===== config.mk =====
export PLATFORM = sky130hd
export DESIGN_NAME = network_rx_assemble_flat
export DESIGN_NICKNAME = d
export VERILOG_FILES = /design/src/rtl/network_rx_assemble_if.sv /design/src/rtl/network_rx_assemble.sv /design/src/flat_wrapper.sv
export SDC_FILE = /design/constraint.sdc
export NUM_CORES = 1
export LEC_CHECK = 0
export ABC_AREA = 1
export CELL_PAD_IN_SITES_DETAIL_PLACEMENT = 0
export CELL_PAD_IN_SITES_GLOBAL_PLACEMENT = 1
export CORE_MARGIN = 4
export CORE_UTILIZATION = 40
export DETAILED_ROUTE_END_ITERATION = 16
export PLACE_DENSITY = 0.87
export SKIP_CTS_REPAIR_TIMING = 1
export SYNTH_ARGS = -nofsm -noshare
export SYNTH_HDL_FRONTEND = slang
export SYNTH_SLANG_ARGS = --single-unit

===== constraint.sdc =====
create_clock -name i_clk -period 3.81 [get_ports i_clk]
set_clock_uncertainty 0.05 [all_clocks]
set_input_delay 0.5715 -clock i_clk [delete_from_list [all_inputs] [get_ports i_clk]]
set_output_delay 0.5715 -clock i_clk [all_outputs]
set_load 0.05 [all_outputs]

===== src/rtl/network_rx_assemble_if.sv =====
// network_rx_assemble_if: GMII receive, free-bufid handshake, buffer write port and descriptor handshake.
// master is the receiver's view, slave is the surrounding system's view.
interface network_rx_assemble_if;
  logic [7:0]   iv_gmii_rxd;
  logic         i_gmii_rx_dv;
  logic         i_gmii_rx_er;
  logic [8:0]   iv_free_bufid;
  logic         i_free_bufid_wr;
  logic         o_free_bufid_ack;
  logic [133:0] ov_pkt_wdata;
  logic [15:0]  ov_pkt_waddr;
  logic         o_pkt_wr;
  logic [8:0]   ov_pkt_bufid;
  logic [10:0]  ov_pkt_len;
  logic         o_pkt_bufid_wr;
  logic         i_pkt_bufid_ack;
  logic [15:0]  ov_drop_cnt;
  logic [2:0]   ov_rxc_state;
  modport master (
    input  iv_gmii_rxd, i_gmii_rx_dv, i_gmii_rx_er, iv_free_bufid, i_free_bufid_wr, i_pkt_bufid_ack,
    output o_free_bufid_ack, ov_pkt_wdata, ov_pkt_waddr, o_pkt_wr, ov_pkt_bufid, ov_pkt_len,
           o_pkt_bufid_wr, ov_drop_cnt, ov_rxc_state
  );
  modport slave (
    output iv_gmii_rxd, i_gmii_rx_dv, i_gmii_rx_er, iv_free_bufid, i_free_bufid_wr, i_pkt_bufid_ack,
    input  o_free_bufid_ack, ov_pkt_wdata, ov_pkt_waddr, o_pkt_wr, ov_pkt_bufid, ov_pkt_len,
           o_pkt_bufid_wr, ov_drop_cnt, ov_rxc_state
  );
endinterface


===== src/rtl/network_rx_assemble.sv =====
// network_rx_assemble: strips GMII preamble/SFD, packs frame bytes into 134-bit buffer words under a prefetched bufid.
// Optional RX_FCS_CHECK_EN adds a CRC-32 residue check that drops frames with a bad FCS.
module network_rx_assemble #(
  parameter int MIN_LEN = 64,
  parameter int MAX_LEN = 1522
) (
  input logic i_clk,
  input logic i_rst_n,
  network_rx_assemble_if.master bus
);
  typedef enum logic [2:0] {IDLE = 3'd0, WAIT_SFD = 3'd1, RECV = 3'd2, DISCARD = 3'd3, REPORT = 3'd4} state_t;
  state_t state;
  logic [8:0] bufid;
  logic buf_v, cnt_drop, busy, pend_v, fcs_ok;
  logic [10:0] len, len_nx;
  logic [6:0] line;
  logic [3:0] cnt, inv;
  logic [127:0] sh, sh_nx, pend;
  logic [15:0] drop_cnt;
  logic dv;
  logic [7:0] rxd;
  assign dv = bus.i_gmii_rx_dv;
  assign rxd = bus.iv_gmii_rxd;
  assign len_nx = len + 11'(len != 11'h7ff);
  assign sh_nx = {sh[119:0], rxd};
  assign inv = 4'(5'd16 - 5'(cnt));
  assign bus.ov_pkt_bufid = bufid;
  assign bus.ov_pkt_len = len;
  assign bus.ov_drop_cnt = drop_cnt;
  assign bus.ov_rxc_state = state;
`ifdef RX_FCS_CHECK_EN
  logic [31:0] crc;
  function automatic logic [31:0] crc_byte(input logic [31:0] c, input logic [7:0] d);
    logic [31:0] r;
    r = c ^ {24'd0, d};
    for (int i = 0; i < 8; i++) r = r[0] ? (r >> 1) ^ 32'hedb88320 : r >> 1;
    return r;
  endfunction
  // reflected register form of the 0xC704DD7B residue
  assign fcs_ok = crc == 32'hdebb20e3;
  always_ff @(posedge i_clk or negedge i_rst_n)
    if (!i_rst_n) crc <= '0;
    else if (state != RECV) crc <= '1;
    else if (dv) crc <= crc_byte(crc, rxd);
`else
  assign fcs_ok = 1'b1;
`endif
  always_ff @(posedge i_clk or negedge i_rst_n)
    if (!i_rst_n) begin
      state <= IDLE;
      bufid <= '0;
      buf_v <= 1'b0;
      cnt_drop <= 1'b0;
      busy <= 1'b0;
      pend_v <= 1'b0;
      len <= '0;
      line <= '0;
      cnt <= '0;
      sh <= '0;
      pend <= '0;
      drop_cnt <= '0;
      bus.o_free_bufid_ack <= 1'b0;
      bus.ov_pkt_wdata <= '0;
      bus.ov_pkt_waddr <= '0;
      bus.o_pkt_wr <= 1'b0;
      bus.o_pkt_bufid_wr <= 1'b0;
    end else begin
      bus.o_free_bufid_ack <= !buf_v && bus.i_free_bufid_wr;
      if (!buf_v && bus.i_free_bufid_wr) begin
        bufid <= bus.iv_free_bufid;
        buf_v <= 1'b1;
      end
      bus.o_pkt_wr <= 1'b0;
      case (state)
        IDLE: if (dv) begin
          state <= rxd == 8'h55 ? WAIT_SFD : DISCARD;
          cnt_drop <= 1'b1;
        end
        WAIT_SFD:
          if (!dv) state <= IDLE;
          else if (rxd == 8'hd5) begin
            state <= buf_v ? RECV : DISCARD;
            cnt_drop <= 1'b1;
            len <= '0;
            line <= '0;
            cnt <= '0;
            pend_v <= 1'b0;
          end else if (rxd != 8'h55) begin
            state <= DISCARD;
            cnt_drop <= 1'b0;
          end
        RECV:
          if (!dv) begin
            // the last word, full or partial, is always the tail
            bus.o_pkt_wr <= len != 11'd0;
            bus.ov_pkt_wdata <= cnt == 4'd0 ? {2'b10, 4'd0, pend} : {2'b10, inv, sh << {inv, 3'b000}};
            bus.ov_pkt_waddr <= {bufid, line};
            if (len >= 11'(MIN_LEN) && fcs_ok) state <= REPORT;
            else begin
              state <= IDLE;
              drop_cnt <= drop_cnt + 16'd1;
            end
          end else if (bus.i_gmii_rx_er || len_nx > 11'(MAX_LEN)) begin
            state <= DISCARD;
            cnt_drop <= 1'b1;
          end else begin
            len <= len_nx;
            sh <= sh_nx;
            cnt <= cnt + 4'd1;
            if (cnt == 4'd15) begin
              pend <= sh_nx;
              pend_v <= 1'b1;
            end
            // a completed word is released only once the next word has started
            if (cnt == 4'd0 && pend_v) begin
              bus.o_pkt_wr <= 1'b1;
              bus.ov_pkt_wdata <= {line == 7'd0 ? 2'b01 : 2'b11, 4'd0, pend};
              bus.ov_pkt_waddr <= {bufid, line};
              line <= line + 7'd1;
              pend_v <= 1'b0;
            end
          end
        DISCARD: if (!dv) begin
          state <= IDLE;
          if (cnt_drop) drop_cnt <= drop_cnt + 16'd1;
        end
        REPORT: begin
          busy <= dv;
          if (busy && !dv) drop_cnt <= drop_cnt + 16'd1;
          bus.o_pkt_bufid_wr <= !(bus.o_pkt_bufid_wr && bus.i_pkt_bufid_ack);
          // a frame already under way at ack time is finished off in DISCARD
          if (bus.o_pkt_bufid_wr && bus.i_pkt_bufid_ack) begin
            buf_v <= 1'b0;
            busy <= 1'b0;
            cnt_drop <= 1'b1;
            state <= dv ? DISCARD : IDLE;
          end
        end
        default: state <= IDLE;
      endcase
    end
endmodule


===== src/flat_wrapper.sv =====
// flat-port wrapper written by rule: the top's interface ports become plain ports
module network_rx_assemble_flat 
#(
  parameter int MIN_LEN = 64,
  parameter int MAX_LEN = 1522
)
  (i_clk, i_rst_n, bus_iv_gmii_rxd, bus_i_gmii_rx_dv, bus_i_gmii_rx_er, bus_iv_free_bufid, bus_i_free_bufid_wr, bus_i_pkt_bufid_ack, bus_o_free_bufid_ack, bus_ov_pkt_wdata, bus_ov_pkt_waddr, bus_o_pkt_wr, bus_ov_pkt_bufid, bus_ov_pkt_len, bus_o_pkt_bufid_wr, bus_ov_drop_cnt, bus_ov_rxc_state);
  network_rx_assemble_if bus_i ();
  input logic i_clk;
  input logic i_rst_n;
  input wire logic [$bits(bus_i.iv_gmii_rxd)-1:0] bus_iv_gmii_rxd;
  input wire logic [$bits(bus_i.i_gmii_rx_dv)-1:0] bus_i_gmii_rx_dv;
  input wire logic [$bits(bus_i.i_gmii_rx_er)-1:0] bus_i_gmii_rx_er;
  input wire logic [$bits(bus_i.iv_free_bufid)-1:0] bus_iv_free_bufid;
  input wire logic [$bits(bus_i.i_free_bufid_wr)-1:0] bus_i_free_bufid_wr;
  input wire logic [$bits(bus_i.i_pkt_bufid_ack)-1:0] bus_i_pkt_bufid_ack;
  output wire logic [$bits(bus_i.o_free_bufid_ack)-1:0] bus_o_free_bufid_ack;
  output wire logic [$bits(bus_i.ov_pkt_wdata)-1:0] bus_ov_pkt_wdata;
  output wire logic [$bits(bus_i.ov_pkt_waddr)-1:0] bus_ov_pkt_waddr;
  output wire logic [$bits(bus_i.o_pkt_wr)-1:0] bus_o_pkt_wr;
  output wire logic [$bits(bus_i.ov_pkt_bufid)-1:0] bus_ov_pkt_bufid;
  output wire logic [$bits(bus_i.ov_pkt_len)-1:0] bus_ov_pkt_len;
  output wire logic [$bits(bus_i.o_pkt_bufid_wr)-1:0] bus_o_pkt_bufid_wr;
  output wire logic [$bits(bus_i.ov_drop_cnt)-1:0] bus_ov_drop_cnt;
  output wire logic [$bits(bus_i.ov_rxc_state)-1:0] bus_ov_rxc_state;
  assign bus_i.iv_gmii_rxd = bus_iv_gmii_rxd;
  assign bus_i.i_gmii_rx_dv = bus_i_gmii_rx_dv;
  assign bus_i.i_gmii_rx_er = bus_i_gmii_rx_er;
  assign bus_i.iv_free_bufid = bus_iv_free_bufid;
  assign bus_i.i_free_bufid_wr = bus_i_free_bufid_wr;
  assign bus_i.i_pkt_bufid_ack = bus_i_pkt_bufid_ack;
  assign bus_o_free_bufid_ack = bus_i.o_free_bufid_ack;
  assign bus_ov_pkt_wdata = bus_i.ov_pkt_wdata;
  assign bus_ov_pkt_waddr = bus_i.ov_pkt_waddr;
  assign bus_o_pkt_wr = bus_i.o_pkt_wr;
  assign bus_ov_pkt_bufid = bus_i.ov_pkt_bufid;
  assign bus_ov_pkt_len = bus_i.ov_pkt_len;
  assign bus_o_pkt_bufid_wr = bus_i.o_pkt_bufid_wr;
  assign bus_ov_drop_cnt = bus_i.ov_drop_cnt;
  assign bus_ov_rxc_state = bus_i.ov_rxc_state;
  network_rx_assemble #(.MIN_LEN(MIN_LEN), .MAX_LEN(MAX_LEN)) u_core (.i_clk(i_clk), .i_rst_n(i_rst_n), .bus(bus_i));
endmodule

Yosys cells after proc, flatten, opt, wreduce, memory -nomap -nowiden
Cells that the tools add are included.
{ "totals": {"inputBits": 23, "ff_bits": 463, "wordCells": 144} }
{ "op_classes": {"mux": 66, "eq_ne": 28, "n_bitwise": 1, "n_reduce_logical": 24, "n_lt_le_gt_ge": 2, "addsub": 5, "shift": 1} }
{ "ops": {"columns": ["operator", "count"], "rows": [
  ["$mux W134", 3],
  ["$mux W132", 1],
  ["$mux W16", 8],
  ["$shl A128 B7 Y128", 1],
  ["$pmux W16 S3", 1],
  ["$mux W11", 4],
  ["$mux W7", 5],
  ["$mux W3", 9],
  ["$mux W1", 22],
  ["$pmux W11 S2", 1],
  ["$reduce_and A6 Y1", 3],
  ["$add A16 B1 Y16 const B", 1],
  ["$mux W4", 4],
  ["$ne A2 B2 Y1 const B", 8],
  ["$pmux W3 S5", 1],
  ["$ne A2 B1 Y1 const B", 7],
  ["$pmux W7 S2", 1],
  ["$add A11 B1 Y11", 1],
  ["$ge A11 B7 Y1 const B", 1],
  ["$gt A11 B11 Y1 const B", 1],
  ["$ne A11 B11 Y1 const B", 1],
  ["$reduce_bool A11 Y1", 1],
  ["$reduce_and A5 Y1", 2],
  ["$eq A8 B7 Y1 const B", 1],
  ["other kinds (29)", 39]
]} }

Logic depth before layout (Yosys ltp)
Gate-level depths: netlist (run 1).
{ "logic_depth": {"word_depth": 7, "mapped_depth": 22} }

Worst setup path before layout (run 1)
No wires, ideal clock.
{ "synth_timing": {"kind": "register to register", "from": "register u_core.len[2], in the netlist u_core.bus.ov_pkt_len[2]", "to": "register u_core.pend[17]", "synth_period_minus_slack_ps": 3100, "path_stages_with_launch": 19, "slack_ps": 710, "arrival_time_ps": 2919, "cell_sequence": "dfrtp_1 -> buf_2 -> nand2_2 -> nor2_4 -> nand2_1 -> ha_1 -> ha_1 -> nand2_1 -> nand3_1 -> nor2_1 -> nor2_1 -> nand3_1 -> nand2_1 -> nand2_2 -> nand3_4 -> nor2_2 -> buf_4 -> clkbuf_1 -> o21ai_1"} }
{ "synth_between": {"elab_chain_cells": 6} }
{ "synth_lines": {"columns": ["element", "line_no", "rtl"], "rows": [
  ["from (decl)", "network_rx_assemble.sv:15", "logic [10:0] len, len_nx;"],
  ["from (signal assigned)", "network_rx_assemble.sv:107", "len <= len_nx;"],
  ["$ne A11 B11 Y1", "network_rx_assemble.sv:24", "assign len_nx = len + 11'(len != 11'h7ff);"],
  ["$add A11 B1 Y11 *", "network_rx_assemble.sv:24", null],
  ["$gt A11 B11 Y1 *", "network_rx_assemble.sv:103", "end else if (bus.i_gmii_rx_er || len_nx > 11'(MAX_LEN)) begin"],
  ["$logic_or A1 B1 Y1 *", "network_rx_assemble.sv:103", null],
  ["$not A1 Y1 (no source line) *", null, null],
  ["$reduce_and A4 Y1 (no source line) *", null, null],
  ["to (signal assigned)", "network_rx_assemble.sv:111", "pend <= sh_nx;"],
  ["to (decl)", "network_rx_assemble.sv:18", "logic [127:0] sh, sh_nx, pend;"]
]} }
Mark *: on every way between the ends. The rest lies on a longest branch, timed or not.
A chain may end at the register's enable or synchronous reset.

Worst setup path after layout (run 1)
{ "layout_timing": {"from": "register u_core.len[2], in the netlist u_core.bus.ov_pkt_len[2]", "to": "register u_core.sh[72]"} }
{ "layout_between": {"elab_chain_cells": 6} }
{ "layout_lines": {"columns": ["element", "line_no", "rtl"], "rows": [
  ["$ne A11 B11 Y1", "network_rx_assemble.sv:24", null],
  ["$add A11 B1 Y11 *", "network_rx_assemble.sv:24", null],
  ["$gt A11 B11 Y1 *", "network_rx_assemble.sv:103", null],
  ["$logic_or A1 B1 Y1 *", "network_rx_assemble.sv:103", null],
  ["$not A1 Y1 (no source line) *", null, null],
  ["$reduce_and A3 Y1 (no source line) *", null, null],
  ["to (signal assigned)", "network_rx_assemble.sv:108", "sh <= sh_nx;"],
  ["to (decl)", "network_rx_assemble.sv:18", null]
]} }
Marked as above.

==> results.py, run 1 <==
metrics = {
    "run_status": {
        "status": "complete, no violations",
    },
    "worst_setup_path": {
        "r2r-start": "u_core.bus.ov_pkt_len[2]",
        "r2r-end": "u_core.sh[72]",
        "required_ns": 4.18,
        "crit_path_start_kind": "flop",
        "critical_path_class": "reg2reg",
        "crit_fanout": 203,
        "worstRegToRegCells": 16,
        "crit_arrival_ns": 3.86,
        "r2r_setup_slack_ns": 0.32,
        "endpoint_kind": "flop",
    },
    "hold_path": {
        "hold_end": "u_core.pend[116]",
        "min_path_type": "reg2reg",
        "min-delay-start": "u_core.pend[116]",
        "whs_path_depth": 2,
    },
    "global_route": {
        "antenna_found_initial": 0,
        "grt_max_degree": 204,
        "overflow": 0,
        "grt_pass1_vias": 20800,
        "grt_pass1_wl_um": 129000,
        "track_usage_pct": 25.9,
    },
    "final_layout": {
        "fill_cells": 5764,
        "instances_no_fill": 4135,
        "syn2layout_area_growth_pct": 20.2,
        "nets": 3352,
        "antenna_cells": 0,
        "drive_gt1_share_pct": 5.86,
    },
    "route": {
        "via_count": 22300,
        "first_iter_violations": 2626,
        "routed_via_density": 5.40,
        "route.detailed.drc": 0,
        "routed_wl_um": 84500,
        "dr.pass1.iters": 6,
        "routedWlPerCell_um": 20.4,
        "detail-route-antenna-nets": 0,
    },
    "sta": {
        "setup_viol": 0,
        "fin_setup_tns_ns": 0,
        "drv_slew": 0,
        "slew_headroom_pct": 31.4,
        "min_period_over_period_pct": 91.7,
        "timing_hold_violations_final": 0,
        "period_needed_ns": 3.49,
        "max_freq_mhz": 286,
        "tightest_slew_ns": 1.03,
        "holdWs_ns": 0.420,
        "rsz0062_at_grt": "no",
    },
    "synthesis": {
        "syn-cell-area_um2": 23900,
        "ys_seq_area_share_pct": 48.4,
        "netlist_top_cells_area": "dfrtp_1, nand2_1, o21ai_0",
        "yosysWarningCount": 0,
        "synth.top_cell.area_share_pct": 48.4,
        "synth_cells": 3200,
        "synth_area_per_cell_um2": 7.47,
        "synth_enable_flop_cells": 0,
        "async_flop_share_pct": 100,
        "ys.flop_type": "dfrtp_1",
        "ys_seq_elements": 463,
        "yosysUniqueCellTypes": 39,
        "yosysTopAreaCell": "dfrtp_1",
        "syn-num-nets": 3231,
    },
    "clock_network": {
        "clkTransAtPathRegs_ns": 0.06,
        "clock_latency_ns": 0.61,
        "clockBufferDepth": 3,
        "clock_sinks": 463,
        "cts_tree": "yes",
        "cts_root_buffer": "clkbuf_16",
        "cts_buffers": 51,
        "htreeDepth": 2,
    },
    "placement": {
        "io_buffers": 214,
        "dp.final_hpwl_um": 57600,
        "gp_congestion": 0.909,
        "dp_cells": 4040,
    },
    "die": {
        "dieArea_um2": 63800,
        "fp.dieW_um": 253,
        "rows": 89,
        "fp.dieH_um": 253,
        "coreArea_um2": 59100,
        "io_pins": 215,
        "initial_core_util_pct": 40.4,
    },
    "power": {
        "vdd_drop_max_mv": 0.456,
        "cellPowerDensity_nw_per_um2": 904,
        "leakage_uw": 0.0136,
    },
    "run": {
        "maxCapViolations": 0,
    },
}
## flip-flops by register name, indices dropped and copies added (netlist names), 4 cells and up
signal                   count
u_core.bus.ov_pkt_len       11
u_core.line                  7
u_core.bus.ov_drop_cnt      16
u_core.pend                128
u_core.cnt                   4
u_core.bus.ov_pkt_waddr     16
u_core.bus.ov_pkt_wdata    134
u_core.sh                  128
u_core.bus.ov_pkt_bufid      9
## worst max path at each step
stage | startpoint | end | slack (ns) | cells after the start
floorplan | u_core.bus.ov_pkt_len[2] | u_core.pend[17] | 0.71 | 18
global placement | u_core.bus.ov_pkt_len[2] | u_core.bus.ov_rxc_state[1] | 0.48 | 18
detailed placement | u_core.bus.ov_pkt_len[2] | u_core.bus.ov_rxc_state[1] | 0.48 | 18
CTS | u_core.bus.ov_pkt_len[2] | u_core.pend[39] | 0.41 | 18
global route | u_core.bus.ov_pkt_len[2] | u_core.pend[39] | 0.08 | 18
finish | u_core.bus.ov_pkt_len[2] | u_core.sh[72] | 0.32 | 16
## through the flow
stage | area (um^2) | power, uW | util [%] | setup WS [ns]
2_1_floorplan | 23900 | 15600 | - | 0.710
3_3_place_gp | 26900 | 20500 | 45.5 | 0.485
3_5_place_dp | 26900 | 20500 | 45.5 | 0.483
4_1_cts | 28700 | 25900 | 48.6 | 0.413
5_1_grt | 28800 | 27400 | 48.6 | 0.0767
6_report | 28800 | 26000 | 48.6 | 0.315
## final cells by class
type | count | area (um^2) | area share, %
clock buffer | 81 | 1610 | 5.61
clock inverter | 13 | 208 | 0.722
inverter | 243 | 913 | 3.18
multi-input combinational | 2274 | 10500 | 36.4
sequential | 463 | 11600 | 40.3
tap | 773 | 967 | 3.36
timing repair buffer | 288 | 2990 | 10.4
## report_power, final
part | total, uW | switching [uW] | leakage, uW | internal [uW]
combinational | 13000 | 9210 | 0.00697 | 3780
sequential | 7670 | 1270 | 0.00572 | 6410
clock | 5330 | 2100 | 0.000898 | 3230
total | 26000 | 12600 | 0.0136 | 13400
## cell usage after synthesis, types with 22 or more instances
master and n:
a21oi_1 36, a22oi_1 26, buf_2 56, clkbuf_1 133
dfrtp_1 463, inv_1 238, mux2i_1 32, nand2_1 1178
nand3_1 257, nor2_1 78, nor3_1 22, o211ai_1 23
o21ai_0 427, o21ai_1 72, o22ai_1 26
## logic make-up (layout without fill, tap and decap cells)
group	after synthesis	in the layout	synth area share, %
fa+ha+maj	8	8	0.419
simple gates	1583	1583	26.9
flops	463	463	48.4
compound gates	632	632	14.2
xor+xnor	19	19	0.696
mux	32	32	1.34
buf+inv	463	625	8.03
## critical path: stages (launching register included)
cell and delay [ns]:
dfrtp_1 0.55, nand2_2 0.13, nor2_4 0.21, nand2_1 0.10
ha_1 0.25, ha_1 0.21, inv_1 0.08, nor2_1 0.07
nand3_1 0.10, nand2_1 0.06, nor2_1 0.08, nand3_1 0.08
nand2_1 0.07, nand2_2 0.12, nand3_4 0.13, buf_12 0.47
o21ai_0 0.20
## routing by layer
metal	share of wire [%]	vias to the layer above	GRT usage [%]
met4	3.6	2	9.05
met2	44	954	39.2
met1	44	10600	37.5
li1	-	10600	-
met5	0.13	-	1.28
met3	8.2	132	4.77
## cells in the final DEF (no fill, tap or decap), types with 3 or more instances in the layout
cell                n
mux2i_1            32
dfrtp_1           462
nor2_1             77
xnor2_1             6
nand4_1            16
nor4_1              4
clkinv_2            7
o21ai_0           427
inv_1             235
inv_2               5
o21ai_1            72
o22ai_1            26
buf_4              50
a21oi_1            36
ha_1                7
nor3_1             22
nand3_1           257
a22oi_1            26
xor2_1             12
buf_12             23
nor2_4              3
clkbuf_1           10
clkbuf_8           18
nand2_1          1175
clkdlybuf4s50_1   213
nand2_2             4
bufinv_16           5
o221ai_1           15
or2_2              19
o211ai_1           23
clkbuf_16          53
No activity file was read; power rests on OpenSTA's default activity.
==> inputs of run 2 (changes only) <==
CAP_MARGIN = 20   (was unset)
==> results of run 2 <==
Final layout, timing and power as in run 1 (identical DEF).
